**src/rtl/sddac_ctrl.sv**
```systemverilog
// sddac_ctrl: 2nd-order sigma-delta DAC that drives an external registered 48-bit adder.
// Define SDDAC_CTRL_CLAMP_EN to saturate both integrators to +/-ACC_LIMIT.
module sddac_ctrl #(
    parameter int FS        = 32768,
    parameter int ACC_LIMIT = 1048576
) (
    input  logic               clk,
    input  logic               reset_n,
    input  logic signed [15:0] sample_in,
    input  logic               sample_valid,
    output logic               sample_ready,
    output logic [8:0]         opmode,
    output logic signed [47:0] dabin,
    output logic signed [47:0] cin,
    input  logic signed [47:0] pout,
    output logic               dac_out,
    output logic               step_done
);
    localparam logic [2:0] IDLE = 3'd0, OP1 = 3'd1, OP2 = 3'd2, OP3 = 3'd3, OP4 = 3'd4, CAP = 3'd5;
    localparam logic [8:0] OP_ADD = 9'h00F, OP_SUB = 9'h08F, OP_NOP = 9'h000;
    localparam logic signed [47:0] FB_POS = 48'(FS);
    localparam logic signed [47:0] FB_NEG = -FB_POS;
    logic [2:0]         state;
    logic signed [15:0] x_reg;
    logic signed [47:0] acc1, acc2, fbv, acc_wr;
    logic               is_sub;
`ifdef SDDAC_CTRL_CLAMP_EN
    localparam logic signed [47:0] LIM_POS = 48'(ACC_LIMIT);
    localparam logic signed [47:0] LIM_NEG = -LIM_POS;
    assign acc_wr = pout > LIM_POS ? LIM_POS : pout < LIM_NEG ? LIM_NEG : pout;
`else
    assign acc_wr = pout;
`endif
    // Feedback follows the previous step's bit; dac_out only moves at the end of CAP.
    assign fbv          = dac_out ? FB_POS : FB_NEG;
    assign is_sub       = state == OP2 || state == OP4;
    assign sample_ready = state == IDLE;
    assign step_done    = state == CAP;
    assign opmode       = (state == OP1 || state == OP3) ? OP_ADD : is_sub ? OP_SUB : OP_NOP;
    assign cin          = state == OP1 ? acc1 : (is_sub || state == OP3) ? pout : '0;
    assign dabin        = state == OP1 ? 48'(x_reg) : state == OP3 ? acc2 : is_sub ? fbv : '0;
    always_ff @(posedge clk or negedge reset_n) begin
        if (!reset_n) begin
            state   <= IDLE;
            x_reg   <= '0;
            acc1    <= '0;
            acc2    <= '0;
            dac_out <= 1'b0;
        end else begin
            state <= state == IDLE ? (sample_valid ? OP1 : IDLE) : state == CAP ? IDLE : state + 3'd1;
            if (state == IDLE && sample_valid) x_reg <= sample_in;
            if (state == OP3) acc1 <= acc_wr;
            if (state == CAP) begin
                acc2    <= acc_wr;
                dac_out <= ~pout[47];
            end
        end
    end
endmodule

```
**config.mk**
```make
export PLATFORM = sky130hd
export DESIGN_NAME = sddac_ctrl
export DESIGN_NICKNAME = d
export VERILOG_FILES = /design/src/rtl/sddac_ctrl.sv
export SDC_FILE = /design/constraint.sdc
export NUM_CORES = 1
export LEC_CHECK = 0
export ABC_AREA = 0
export BUFFER_PORTS_ARGS = -buffer_cell sky130_fd_sc_hd__clkbuf_2
export CAP_MARGIN = 10
export CORE_MARGIN = 5
export CORE_UTILIZATION = 40
export DETAILED_ROUTE_END_ITERATION = 12
export SETUP_SLACK_MARGIN = 0.3
export SLEW_MARGIN = 15
export SYNTH_ARGS = -nofsm -noshare
export SYNTH_HDL_FRONTEND = slang
export SYNTH_SLANG_ARGS = --single-unit
```
**constraint.sdc**
```tcl
create_clock -name clk -period 3.5 [get_ports clk]
set_input_delay 0.35 -clock clk [delete_from_list [all_inputs] [get_ports clk]]
set_output_delay 0.35 -clock clk [all_outputs]
set_load 0.01 [all_outputs]
```
Yosys cells after proc, flatten, opt, wreduce, memory -nomap -nowiden
Cells that the tools add are included.

Reduce and logical (&&, ||, !) cells: 5. Multiplexer cells: 11. Add/sub/neg operators: 1. Bitwise logic cells: 1. Equal/unequal tests: 5.

Operators with widths (number): $mux 48 (6); $mux 8 (2); $eq 3x2->1 const B (2); $eq 3x3->1 const B (2); $mux 3 (2); $add 3x1->3 const B (1); $eq 3x1->1 const B (1); $logic_not 3->1 (1); $logic_or 1x1->1 (3); $logic_and 1x1->1 (1); $mux 1 (1); $not 1->1 (1).

Word-level logic and storage cells: 28. Input port bits: 67. Register bits: 116.

Longest topological paths before layout
Gate-level depths: netlist (run 1).

Depth in word-level cells: 5. Gate-level depth with buffers: 11.

Worst setup path before layout (run 1)
OpenSTA, ideal clock, no wires.

Path kind: register to output. Start point: register state[0]. End point: output port cin[27]. Arrival time: 2124 ps. Cell stages (with the launch flop): 12. Path slack: 1026 ps. Buffers on the path: 5. Data required time: 3150 ps. Cell sequence: dfrtp_1 -> buf_4 -> inv_2 -> clkbuf_1 -> nor2_1 -> ha_1 -> buf_2 -> nor2b_1 -> buf_2 -> buf_1 -> o31ai_1 -> nand3_1.

Cells in the longest elaborated chain, start to end: 5. Elaborated cells between the ends (all ways): 8. Those cells by class: 4 x eq/ne; 2 x mux; 2 x reduce/logical.

RTL lines: from (decl) (line 23) `logic [2:0] state;`; from (signal assigned) (line 50) `state <= state == IDLE ? (sample_valid ? OP1 : IDLE) : state == CAP ? IDLE : state + 3'd1;`; $eq 3x2->1 or $eq 3x3->1 (tied branches) (line 36) `assign is_sub = state == OP2 || state == OP4;`; $logic_or 1x1->1 (line 36); $logic_or 1x1->1 (line 40) `assign cin = state == OP1 ? acc1 : (is_sub || state == OP3) ? pout : '0;`; $mux 48 (line 40); $mux 48 * (line 40); to (decl) (line 14) `output logic signed [47:0] cin,`.

Every way passes the cells marked *; elsewhere a longest branch is shown, timed or not.

Final worst setup path (run 1)
Start point: register state[0]. End point: output port cin[25].

Same word-level chain as after synthesis.

==> results of run 1 <==
worst paths after layout:
path	slack (ns)	cells after the start	to
worst max-delay path	0.50	8	cin[25]
worst min-delay path	0.02	2	x_reg[0]
max in group asynchronous	2.99	2	acc2[24]
worst max register to register	1.36	3	x_reg[1]
worst min register to register	0.47	2	acc2[40]
min in group clk	0.17	2	x_reg[9]
power groups by stage:
| stage | combinational, mW | clock, mW | sequential [mW] |
|---|---|---|---|
| floorplan | 2.99 | 0 | 2.30 |
| global placement | 4.41 | 0 | 2.40 |
| detailed placement | 4.46 | 0 | 2.43 |
| CTS | 4.49 | 1.54 | 2.42 |
| global route | 4.88 | 1.61 | 2.51 |
| finish | 4.45 | 1.50 | 2.43 |
layer usage:
| metal | global-route usage [%] | wire length (um) |
|---|---|---|
| met2 | 32.0 | 8350 |
| met5 | 0 | 0 |
| met4 | 8.77 | 439 |
| met3 | 5.96 | 1410 |
| met1 | 27.5 | 8160 |
through the flow:
step                      instance area [um^2]  setup slack [ns]  hold WS (ns)
after floorplan                           6180              1.03        0.0544
after global placement                    7040             0.863         0.459
after detailed placement                  7040             0.757         0.464
after CTS                                 7550             0.305        0.0546
after global routing                      7560             0.341        0.0763
final                                     7560             0.504        0.0223
critical path, stage by stage (launching register included):
cell and delay [ns]:
dfrtp_1 0.60, inv_2 0.06, nor2_1 0.18, ha_2 0.28, nor2b_4 0.44, buf_4 0.29
o31ai_1 0.08, nand3_1 0.14, clkbuf_2 0.15
kinds of logic after synthesis:
logic type      share of synthesized area [%]
simple gates                             24.1
flops                                    47.1
compound gates                           10.4
buf+inv                                  6.17
mux                                      11.7
fa+ha+maj                               0.406
other cells                            0.0608
xor+xnor                                0.142
area by class of cell:
type	count	area (um^2)
Clock buffer	25	475
Timing Repair Buffer	182	956
Fill cell	1424	7590
Tap cell	188	235
Sequential cell	116	2900
Multi-Input combinational cell	506	2940
Inverter	4	15.0
Clock inverter	6	30.0
cell usage in the layout, fill, tap and decap left out:
master / netlist / final
o21a_1: 1 / 1
a22o_1: 1 / 1
and3_1: 1 / 1
nand3_1: 111 / 111
a21o_1: 32 / 32
and2_4: 1 / 3
inv_2: 1 / 2
ha_1: 2 / 1
or3b_1: 1 / 1
clkbuf_8: 0 / 2
nand2_1: 222 / 222
clkinv_2: 0 / 6
nor3_1: 4 / 4
inv_1: 2 / 2
dfrtp_1: 116 / 116
and2_1: 3 / 1
nand3b_1: 1 / 1
xor2_4: 0 / 1
nor2_1: 2 / 2
a211o_1: 2 / 2
nor3b_2: 0 / 1
clkbuf_2: 0 / 169
o31ai_1: 48 / 48
clkbuf_1: 31 / 6
o21ai_0: 1 / 1
mux2_2: 64 / 64
buf_4: 9 / 12
conb_1: 1 / 4
nor2b_2: 0 / 1
buf_12: 0 / 1
ha_2: 0 / 1
nor2b_4: 0 / 1
nor3b_1: 2 / 1
clkbuf_16: 0 / 17
==> impl_metrics.toml, run 1 <==
[yosys]
synth.avg_cell_area_um2 = 8.91
synth.largest_area_cell = "dfrtp_1"
ys_seq_area_share_pct = 47.1
synthFlopType = "dfrtp_1"
netlist_area_mm2 = 0.00617
synthArstFlopShare_pct = 100
synth_commonest_cells = "222 x nand2_1, 116 x dfrtp_1, 111 x nand3_1"
synth_edf_count = 0
synthTopCellsByArea = "dfrtp_1 47%, nand2_1 14%, mux2_2 12%, nand3_1 9.0%, o31ai_1 5.8%"
yosysMostFrequentCell = "nand2_1"
synth_cell_types = 30
synth_seq_cells = 116
yosys_warnings = 0
postSynthCellCount = 692
netlist.area_leader.share_pct = 47.1

[detailed_routing]
via_per_inst = 5.43
routed_wl_um = 18400
drt_iter0_drc = 415
ant_nets = 0
wl_per_cell_um = 17.9
first_pass_iters = 6
via_count = 5581
drc = 0

[floorplan]
die_x_um = 134
start_util_pct = 40.7
die_h_um = 134
ios = 175
die_area_mm2 = 0.0180
fp.coreArea_mm2 = 0.0151
fp-row-count = 45

[global_route]
antenna_found_initial = 0
grt_pass1_wl_um = 29900
grt_max_degree = 117
grt_pass1_vias = 5786
gr-usage-all-layers_pct = 20.8
overflow = 0

[power_and_ir_drop]
comb_power_share_pct = 53.1
power_mw = 8.38
p_per_area_mw_per_mm2 = 1110
intPower_mw = 4.80
swShare_pct = 42.7
ir_drop_mv = 0.494
p_sw_mw = 3.58
cellLeakagePower_nw = 4.14
seq_power_share_pct = 29.0
power.share.clock_pct = 17.9

[sta]
grt_setup_unrepaired = "false"
timing.final.crit_period_ns = 3.00
finalSetupViolCount = 0
slew_headroom_pct = 47.8
hold_violations = 0
fin_crit_sh_pct = 85.6
maxSlewViolCount = 0
tns_ns = 0
worst_pin_slew_ns = 0.784
fmax_mhz = 334
finClkSkew_ns = 0.00542

[layout]
utilization_pct = 49.9
fin_nets = 896
area_growth_pct = 22.5
drive_gt1_share_pct = 33.5
antennaDiodeCount = 0
instances_no_fill = 1027

[cts]
cts_resized = 0
cts_buffers = 17
postCtsHoldBufs = 0
tritoncts = "built"
post_cts_buffers = 0
clk_path_buf_depth = 2
insertion_delay_ns = 0.41
htreeDepth = 4
cts.clk_slew.worst_paths_ns = 0.05
cts-root-buf = "clkbuf_16"
clock_sinks = 116

[setup_path]
r2r-start = "state[0]"
critPathCaptureType = "primary output"
cp_max_fo = 13
required_ns = 3.15
path_class = "flip-flop to primary output"
timing.critical_path.from = "state[0]"
start_kind = "flip-flop"
cp.arrival_ns = 2.65

[run]
maxCapViolations = 0

[hold_path]
hp-class = "input port to asynchronous set/reset pin"

[placement]
gp_congestion = 0.794
io_buffers = 170
dp_cells = 995
hpwl_um = 11700

[outcome]
outcome = "finished clean"
Note: power is estimated with default switching activity, not from simulation.
==> inputs of run 2 (changes only) <==
==> constraint.sdc (replaced) <==
create_clock -name clk -period 3.5 [get_ports clk]
set_input_delay 0.525 -clock clk [delete_from_list [all_inputs] [get_ports clk]]
set_output_delay 0.525 -clock clk [all_outputs]
set_load 0.01 [all_outputs]
==> impl_metrics.toml, run 2 (same netlist as run 1, synthesis figures left out) <==
[floorplan]
die_x_um = 134
start_util_pct = 40.7
fp.coreArea_mm2 = 0.0151
ios = 175
die_area_mm2 = 0.0180
die_h_um = 134
fp-row-count = 45

[setup_path]
reg2reg_slack_ns = 1.32
reg2reg_to = "x_reg[0]"
cp_max_fo = 32
timing.critical_path.from = "state[0]"
required_ns = 2.97
r2r-start = "state[0]"
crit_path_max_incr_delay_ns = 0.69
r2r_cells = 3
start_kind = "flip-flop"
cp_top_family = "simple AND/OR/NAND/NOR gates"
cp.arrival_ns = 2.55
path_class = "flip-flop to primary output"
critPathCaptureType = "primary output"
worstPathCellList = "or3b_1, and2_4, a21o_1, clkbuf_2"
crit_slowest_cell = "or3b_1"
crit_buf_inv = 1

[detailed_routing]
ant_nets = 0
drt_iter0_drc = 457
drc = 0
via_per_inst = 5.43
wl_per_cell_um = 18.1
via_count = 5604
first_pass_iters = 5
routed_wl_um = 18700

[placement]
place_area_mm2 = 0.00705
hpwl_um = 12000
gp_congestion = 0.826
io_buffers = 170
pre_cts_ws_ns = 0.601
dp_cells = 996

[global_route]
antenna_found_initial = 0
grt_pass1_vias = 5806
gr-usage-all-layers_pct = 21.0
overflow = 0
grt_pass1_wl_um = 30100
grt_max_degree = 77

[outcome]
outcome = "finished clean"

[layout]
instances_no_fill = 1032
layout_common_cells = "222 x nand2_1, 169 x clkbuf_2, 116 x dfrtp_1"
fin_nets = 900
drive_gt1_share_pct = 34.5
final_common_cell = "nand2_1"
multi_input_area_mm2 = 0.00297
seqCellArea_mm2 = 0.00290
antennaDiodeCount = 0
fill_cells = 1402
design_area_mm2 = 0.00772
utilization_pct = 51.0
area_growth_pct = 25.2

[power_and_ir_drop]
ir_drop_mv = 0.469
p_sw_mw = 3.61
p_per_area_mw_per_mm2 = 1130
comb_power_share_pct = 51.2
intPower_mw = 5.12
swShare_pct = 41.4
power.share.clock_pct = 20.8
seq_power_share_pct = 28.0
power_mw = 8.72
cellLeakagePower_nw = 4.21

[sta]
fin_crit_sh_pct = 87.8
holdWs_ns = 0.268
setup_slack_ns = 0.428
tns_ns = 0
slew_headroom_pct = 32.5
grt_setup_unrepaired = "false"
maxSlewViolCount = 0
finClkSkew_ns = 0.00602
worst_pin_slew_ns = 1.01
hold_violations = 0
timing.final.crit_period_ns = 3.07
fmax_mhz = 326
finalSetupViolCount = 0

[cts]
cts.clk_slew.worst_paths_ns = 0.05
clk_path_buf_depth = 2
clock_sinks = 116
cts_buffers = 17
cts-root-buf = "clkbuf_16"
tritoncts = "built"
insertion_delay_ns = 0.42
htreeDepth = 4
postCtsHoldBufs = 0

[hold_path]
hp-class = "input port to asynchronous set/reset pin"

[run]
maxCapViolations = 0
[run 2: what timing repair did]
item                                    4_1_cts  5_1_grt
endpoints found under the hold margin         0        0
cloned                                        1        2
endpoints found under the setup margin       48       48
gates resized for setup                       2        3
buffers inserted                              1        0
[run 2: worst max path at each step]
stage	endpoint	cells after the start	slack, ns
floorplan	cin[27]	11	0.85
global placement	cin[24]	7	0.70
detailed placement	cin[26]	7	0.60
CTS	cin[26]	7	0.40
global route	dabin[41]	4	0.32
finish	dabin[47]	4	0.43
[run 2: area by class of cell]
| cell class | count | share of cell area [%] |
|---|---|---|
| clock inverters | 8 | 1.56 |
| clock buffers | 24 | 6.63 |
| flip-flops and latches | 116 | 37.6 |
| multi-input cells | 508 | 38.4 |
| repair buffers | 184 | 12.6 |
| well taps | 188 | 3.05 |
| inverters | 4 | 0.194 |
[run 2: routing by layer]
| layer | vias to the layer above | track usage, % | routed length (um) |
|---|---|---|---|
| met5 | - | 0 | 0 |
| met4 | 0 | 8.03 | 435 |
| met3 | 37 | 5.93 | 1280 |
| met2 | 207 | 33.8 | 8710 |
| met1 | 2727 | 27.0 | 8240 |
| li1 | 2633 | - | - |
[run 2: worst reg2reg max path, delay by kind of cell, from the launching register on]
family           cells  cell delay, ns
DFF                  1            0.55
muxes                1            0.42
and+or+nand+nor      2            1.10
[run 2: power by group through the flow]
stage / logic [mW] / registers, mW / clock network (mW)
final: 4.47 / 2.44 / 1.81
after global routing: 4.93 / 2.52 / 1.91
after CTS: 4.50 / 2.43 / 1.86
after detailed placement: 4.47 / 2.44 / 0
after global placement: 4.40 / 2.41 / 0
after floorplan: 2.99 / 2.30 / 0
==> inputs of run 3 (changes only) <==
==> constraint.sdc (replaced) <==
create_clock -name clk -period 3.5 [get_ports clk]
set_input_delay 0.7 -clock clk [delete_from_list [all_inputs] [get_ports clk]]
set_output_delay 0.7 -clock clk [all_outputs]
set_load 0.01 [all_outputs]
==> impl_metrics.toml, run 3 (same netlist as run 1, synthesis figures left out) <==
[setup_path]
critPathCaptureType = "primary output"
cp.arrival_ns = 2.40
required_ns = 2.80
cp_top_family = "simple AND/OR/NAND/NOR gates"
start_kind = "flip-flop"
crit_cells = 7
r2r_cells = 4
crit_slowest_cell = "and2_4"
cp_max_fo = 48
crit_path_max_incr_delay_ns = 0.57
worstPathCellList = "inv_1, nor2_1, ha_2, and2_4, o31ai_1, nand3_1, clkbuf_2"
path_class = "flip-flop to primary output"
crit_buf_inv = 2

[floorplan]
die_x_um = 134
fp-row-count = 45
ios = 175
die_h_um = 134
die_area_mm2 = 0.0180
fp.coreArea_mm2 = 0.0151
start_util_pct = 40.7

[outcome]
outcome = "finished clean"

[sta]
worst_pin_slew_ns = 0.769
fmax_mhz = 323
fin_crit_sh_pct = 88.5
tns_ns = 0
timing.final.crit_period_ns = 3.10
finClkSkew_ns = 0.00952
setup_slack_ns = 0.404
slew_headroom_pct = 48.8
grt_setup_unrepaired = "true"
finalSetupViolCount = 0
maxSlewViolCount = 0
hold_violations = 0

[power_and_ir_drop]
power_mw = 8.68
cellLeakagePower_nw = 4.20
p_sw_mw = 3.58
seq_power_share_pct = 27.9
intPower_mw = 5.10
power.share.clock_pct = 20.6
comb_power_share_pct = 51.4
ir_drop_mv = 0.495
swShare_pct = 41.2
p_per_area_mw_per_mm2 = 1120

[global_route]
grt_max_degree = 66
antenna_found_initial = 0
grt_pass1_vias = 5551
gr-usage-all-layers_pct = 20.4
overflow = 0
grt_pass1_wl_um = 29200

[layout]
antennaDiodeCount = 0
fill_cells = 1427
final_common_cell = "nand2_1"
fin_nets = 897
utilization_pct = 50.9
area_growth_pct = 25.1
multi_input_area_mm2 = 0.00294
layout_common_cells = "222 x nand2_1, 169 x clkbuf_2, 113 x dfrtp_1"
drive_gt1_share_pct = 34.6
seqCellArea_mm2 = 0.00291

[detailed_routing]
first_pass_iters = 5
via_count = 5550
via_per_inst = 5.39
highest_layer = "met4"
dr_wl_met3_um = 1250
drt_iter0_drc = 425
wl_met2_um = 8550
ant_nets = 0
drc = 0
wl_met1_um = 8180
wl_per_cell_um = 17.7
routed_wl_um = 18200

[placement]
hpwl_um = 11500
io_buffers = 170
pre_cts_ws_ns = 0.372
gp_congestion = 0.769

[hold_path]
hp-class = "input port to asynchronous set/reset pin"

[cts]
cts-root-buf = "clkbuf_16"
clock_sinks = 116
cts_buffers = 17
cts.clk_slew.worst_paths_ns = 0.05
insertion_delay_ns = 0.41
postCtsHoldBufs = 0
tritoncts = "built"
htreeDepth = 4
clk_path_buf_depth = 2

[run]
maxCapViolations = 0
## run 3: changes by cell type in the layout (fill, tap and decap cells not counted), sizes merged
cell	before	now
clkinv	3	5
nor2b	2	1
and2	6	4
clkinvlp	2	0
## run 3: worst register-to-register path, stage by stage (launching register included)
cell,delay [ns]
dfrtp_2,0.44
buf_4,0.17
nor3_1,0.35
and2_1,0.69
mux2_2,0.42
## run 3: metal layers
metal,track usage [%],up-vias
met3,5.74,17
met2,33.0,209
met5,0,-
met1,26.2,2699
li1,-,2625
met4,7.52,0
## run 3: path summary, 6_finish.rpt
check / slack (ns) / end / startpoint
max: 0.40 / cin[35] / state[1]
min: 0.35 / x_reg[2] / reset_n
max reg2reg: 1.31 / x_reg[2] / state[1]
min reg2reg: 0.47 / acc2[20] / acc2[20]
max in group asynchronous: 2.31 / state[1] / reset_n
min in group clk: 0.47 / acc2[20] / acc2[20]
## run 3: cell type report
| type | instances | share of cell area [%] |
|---|---|---|
| Multi-Input combinational cell | 505 | 38.2 |
| Sequential cell | 116 | 37.7 |
| Timing Repair Buffer | 184 | 12.9 |
| Clock buffer | 24 | 6.37 |
| Tap cell | 188 | 3.05 |
| Clock inverter | 8 | 1.59 |
| Inverter | 4 | 0.195 |
## run 3: what timing repair did
item,in CTS,in global routing
buffers inserted,0,3
gates resized for setup,8,7
endpoints found under the setup margin,90,91
## run 3: power by group through the flow
stage / Sequential (mW) / Combinational, mW / Clock [mW]
5_1_grt: 2.51 / 4.92 / 1.88
6_report: 2.42 / 4.46 / 1.79
2_1_floorplan: 2.30 / 2.99 / 0
3_5_place_dp: 2.45 / 4.42 / 0
3_3_place_gp: 2.42 / 4.35 / 0
4_1_cts: 2.44 / 4.45 / 1.83
## run 3: through the flow
stage	hold WS, ns	cell area (um^2)	std cells
after floorplan	0.404	6180	695
after global placement	0.459	7030	994
after detailed placement	0.462	7030	994
after CTS	0.377	7670	1026
after global routing	0.392	7710	1029
final	0.353	7710	1029
